### src/rtl/xbar_forward_rr_arbiter.sv
// xbar_forward_rr_arbiter: per-slave round-robin forward arbiter for crossbar AR/AW channels.
//
// Picks one master whose head request decodes to this slave, presents its
// number on grant_master_number, and qualifies the pop with push_to_fifo.
//
// Ports:
//   ACLK                rising-edge clock
//   ARESET              synchronous active-high reset
//   master_fifo_empty   per-master head-not-available flag (empty or ID-blocked)
//   master_dest_slave   per-master decoded destination of the head request
//   slave_fifo_full     this slave's address FIFO is full
//   wlast_accept        a WLAST beat entered this slave's W FIFO this cycle
//   grant_master_number currently granted master
//   push_to_fifo        granted master may pop into this slave's FIFO
//   lock_active         write lock held
//
// Optional feature macro: XBAR_FWD_ARB_WLOCK_EN
//   defined   : after an AW transfer the grant is held in LOCK until
//               wlast_accept, keeping AW and W order aligned (AW instances).
//   undefined : no LOCK state, wlast_accept unused, lock_active tied to 0
//               (AR instances).
module xbar_forward_rr_arbiter #(
    parameter int masters         = 2,
    parameter int slaves          = 2,
    parameter int MY_SLAVE_NUMBER = 0
) (
    input  logic                       ACLK,
    input  logic                       ARESET,
    input  logic [masters-1:0]         master_fifo_empty,
    input  logic [$clog2(slaves)-1:0]  master_dest_slave [masters],
    input  logic                       slave_fifo_full,
    input  logic                       wlast_accept,
    output logic [$clog2(masters)-1:0] grant_master_number,
    output logic                       push_to_fifo,
    output logic                       lock_active
);
    localparam int MW = $clog2(masters);
    localparam int SW = $clog2(slaves);
    localparam logic [SW-1:0] MY_SLAVE = SW'(MY_SLAVE_NUMBER);

    typedef enum logic [1:0] {IDLE, GRANT, LOCK} state_t;

`ifdef XBAR_FWD_ARB_WLOCK_EN
    localparam state_t AFTER_XFER = LOCK;
`else
    localparam state_t AFTER_XFER = IDLE;
`endif

    state_t            state, state_nxt;
    logic [MW-1:0]     rr_ptr, rr_nxt;
    logic [MW-1:0]     grant_reg, grant_nxt;
    logic              push_reg, push_nxt;
    logic [MW-1:0]     pick;
    logic              any_req;
    logic              xfer;
    logic [masters-1:0] req;

    always_comb begin
        req = '0;
        for (int i = 0; i < masters; i++)
            req[i] = ~master_fifo_empty[i] & (master_dest_slave[i] == MY_SLAVE);
    end

    // Scan from the highest offset down so the last hit is the first master
    // at or after rr_ptr in round-robin order.
    always_comb begin
        pick    = '0;
        any_req = 1'b0;
        for (int k = masters - 1; k >= 0; k--) begin
            if (req[(int'(rr_ptr) + k) % masters]) begin
                pick    = MW'((int'(rr_ptr) + k) % masters);
                any_req = 1'b1;
            end
        end
    end

    // Qualify with the live request so a withdrawn head is never popped.
    assign push_to_fifo        = push_reg & req[grant_reg] & ~ARESET;
    assign xfer                = push_to_fifo & ~slave_fifo_full;
    assign grant_master_number = grant_reg;

    always_comb begin
        state_nxt = state;
        rr_nxt    = rr_ptr;
        grant_nxt = grant_reg;
        push_nxt  = push_reg;
        case (state)
            IDLE: begin
                if (any_req) begin
                    grant_nxt = pick;
                    push_nxt  = 1'b1;
                    state_nxt = GRANT;
                end
            end
            GRANT: begin
                if (xfer) begin
                    rr_nxt    = (grant_reg == MW'(masters - 1)) ? '0 : grant_reg + 1'b1;
                    push_nxt  = 1'b0;
                    state_nxt = AFTER_XFER;
                end else if (!req[grant_reg]) begin
                    push_nxt  = 1'b0;
                    state_nxt = IDLE;
                end
            end
`ifdef XBAR_FWD_ARB_WLOCK_EN
            LOCK: begin
                if (wlast_accept)
                    state_nxt = IDLE;
            end
`endif
            default: begin
                push_nxt  = 1'b0;
                state_nxt = IDLE;
            end
        endcase
    end

    always_ff @(posedge ACLK) begin
        if (ARESET) begin
            state     <= IDLE;
            rr_ptr    <= '0;
            grant_reg <= '0;
            push_reg  <= 1'b0;
        end else begin
            state     <= state_nxt;
            rr_ptr    <= rr_nxt;
            grant_reg <= grant_nxt;
            push_reg  <= push_nxt;
        end
    end

`ifdef XBAR_FWD_ARB_WLOCK_EN
    assign lock_active = (state == LOCK);
`else
    logic unused_wlast;
    assign unused_wlast = wlast_accept;
    assign lock_active  = 1'b0;
`endif
endmodule

### config.mk
export PLATFORM = sky130hd
export DESIGN_NAME = xbar_forward_rr_arbiter
export DESIGN_NICKNAME = d
export VERILOG_FILES = /design/src/rtl/xbar_forward_rr_arbiter.sv
export SDC_FILE = /design/constraint.sdc
export NUM_CORES = 1
export LEC_CHECK = 0
export ABC_AREA = 1
export BUFFER_PORTS_ARGS = -buffer_cell sky130_fd_sc_hd__buf_2
export CAP_MARGIN = 20
export CORE_AREA = 2 2 39 41
export CTS_BUF_LIST = sky130_fd_sc_hd__clkbuf_4 sky130_fd_sc_hd__clkbuf_8 sky130_fd_sc_hd__clkbuf_16
export DETAILED_ROUTE_END_ITERATION = 7
export DIE_AREA = 0 0 41 43
export MAX_ROUTING_LAYER = met4
export PLACE_DENSITY = 0.4
export SETUP_SLACK_MARGIN = 0.15
export SKIP_LAST_GASP = 1
export SYNTH_ARGS = -nofsm -noshare
export SYNTH_HDL_FRONTEND = slang
export SYNTH_SLANG_ARGS = --single-unit
### constraint.sdc
create_clock -name ACLK -period 1.61 [get_ports ACLK]
set_input_delay 0.2415 -clock ACLK [delete_from_list [all_inputs] [get_ports ACLK]]
set_output_delay 0.2415 -clock ACLK [all_outputs]
set_load 0.03 [all_outputs]
==> results.cfg <==
[clock_tree]
cts_resized = 0
insertion_delay_ns = 0.23
cts_max_path_buffers = 2
clockRootBuffer = clkbuf_4
post-cts-setup-buffers = 0
clk_pin_slew_worst_paths_ns = 0.04
cts.sinks = 3
cts_buffers = 3
cts_tree = done
cts_htree_levels = 1
hold_buffers = 0

[detailed_routing]
wl_per_cell_um = 7.379
antenna_left = 0
drtIter0Drc = 3
vias = 202
drc = 0
first_pass_iters = 2
via_per_inst = 3.483
drt_wl_total_um = 428

[run]
drv_cap = 0

[finish]
area_growth_pct = 42.95
utilization_pct = 20.16
multi_input_area_um2 = 101.3
final_area_um2 = 279.0
drive_gt1_share_pct = 42.86
final_cell_mix = buf_2 (8), inv_1 (6), nor2_1 (6)
seq_area_um2 = 61.31
diodes = 0
fill_cells = 172
mostFrequentLayoutCell = buf_2
nets = 51

[worst_setup_path]
reg2reg_depth = 7
timing.rr.end = rr_ptr
r2r_setup_slack_ns = 0.72
crit_path_end_kind = primary output
path_class = flip-flop to primary output
crit_cells = 5
slowest_stage = dfxtp_2
path_delay_family = flip-flops
critPathBufInv = 3
cp_data_required_time_ns = 1.37
crit_path_end = push_to_fifo
max_stage_delay_ns = 0.36
r2r_start = push_reg
start_kind = flip-flop
crit_fanout = 5
crit_path_cell_trace = inv_2 > o21ai_2 > nand3_2 > inv_1 > buf_2
worstPathArrival_ns = 1.07
crit_start = grant_master_number

[power]
power.total_mw = 0.2704
powerDensity_nw_per_um2 = 969.1
p_leak_nw = 0.1379
ir_drop_uv = 387.0

[grt]
grt_overflow = 0
met1_usage_pct = 8.626
grt_use_met2_pct = 8.438
grt_pass1_vias = 195
grt_max_degree = 6
grt_pass1_wl_um = 752
use_met3_pct = 4.712
grt.busiest_layer = met1
antenna_found_initial = 0
gr-usage-all-layers_pct = 6.776

[logic_synthesis]
syn-instance-count = 31
synth_cell_type_count = 15
ys_seq_area_share_pct = 30.77
synth_nets = 39
syn_area_um2 = 195.2
yosysWarningCount = 0
ys_seq_elements = 3
avgSynthCellArea_um2 = 6.296

[hold_path]
hp-class = primary input to flip-flop

[sta]
slew_viol_final = 0
setup-tns-final_ns = 0
finalCritPeriodShare_pct = 81.35
clock.fmax_mhz = 763.5
finClkSkew_ns = 0.002995
fin_ws_ns = 0.3002
rsz0062_at_grt = false
setup_violations = 0
finalHoldViolCount = 0
fin_crit_ns = 1.310

[die]
die_w_um = 41
core_area_um2 = 1384
fp.dieArea_um2 = 1763
num_io_pins = 11
initial_core_util_pct = 14.10
row_count = 14
die_h_um = 43

[placed_design]
dp_hpwl_um = 357.5
io_buffers = 8
place_congestion = 0.6143
place_area_um2 = 247.7
dp_slack_ns = 0.4747

[status]
outcome = finished, final reports clean
power breakdown:
| group | total, mW | leakage (nW) | switching (mW) | internal [mW] |
|---|---|---|---|---|
| clock network | 0.147 | 0.0184 | 0.0375 | 0.110 |
| registers | 0.0818 | 0.0250 | 0.00276 | 0.0790 |
| logic | 0.0415 | 0.0945 | 0.0262 | 0.0153 |
| total | 0.270 | 0.138 | 0.0665 | 0.204 |
layout make-up:
type                       instances  share of cell area, %
clock buffer                       4                  10.76
inverter                           7                  9.417
multi-input combinational         20                  36.32
sequential                         3                  21.97
tap                               16                  7.175
timing repair buffer               8                  14.35
layer usage:
layer | part of all wire [%] | vias up
met1 | 50 | 80
met4 | 0 | 0
li1 | - | 115
met5 | 0 | -
met3 | 8.2 | 0
met2 | 42 | 7
per-stage QoR:
step / hold slack [ns] / cells
finish: 0.2270 / 58
global route: 0.2301 / 58
CTS: 0.2310 / 58
detailed placement: 0.4787 / 54
global placement: 0.4724 / 54
floorplan: 0.3106 / 31
worst min-delay path by stage:
stage                 from  slack (ns)                  end  depth (start not counted)
global placement    ARESET        0.47  grant_master_number                          2
floorplan           ARESET        0.31  grant_master_number                          1
detailed placement  ARESET        0.48  grant_master_number                          2
CTS                 ARESET        0.23  grant_master_number                          2
global route        ARESET        0.23  grant_master_number                          2
finish              ARESET        0.23  grant_master_number                          2
cells by family after synthesis:
family          synth area share, %
buf+inv                       17.31
simple gates                  34.61
flops                         30.77
compound gates                15.39
other cells                   1.921
synth_stat cells, drive strengths merged:
cell type	number	share of area, %
o22ai	1	3.2
a21oi	1	2.6
conb	1	1.9
nor2	8	18
nand3	2	7.7
inv	7	13
nand4	1	3.2
dfxtp	3	31
nand2	3	5.8
o21ai	3	9.6
buf	1	3.8
Note: power is estimated with default switching activity, not from simulation.
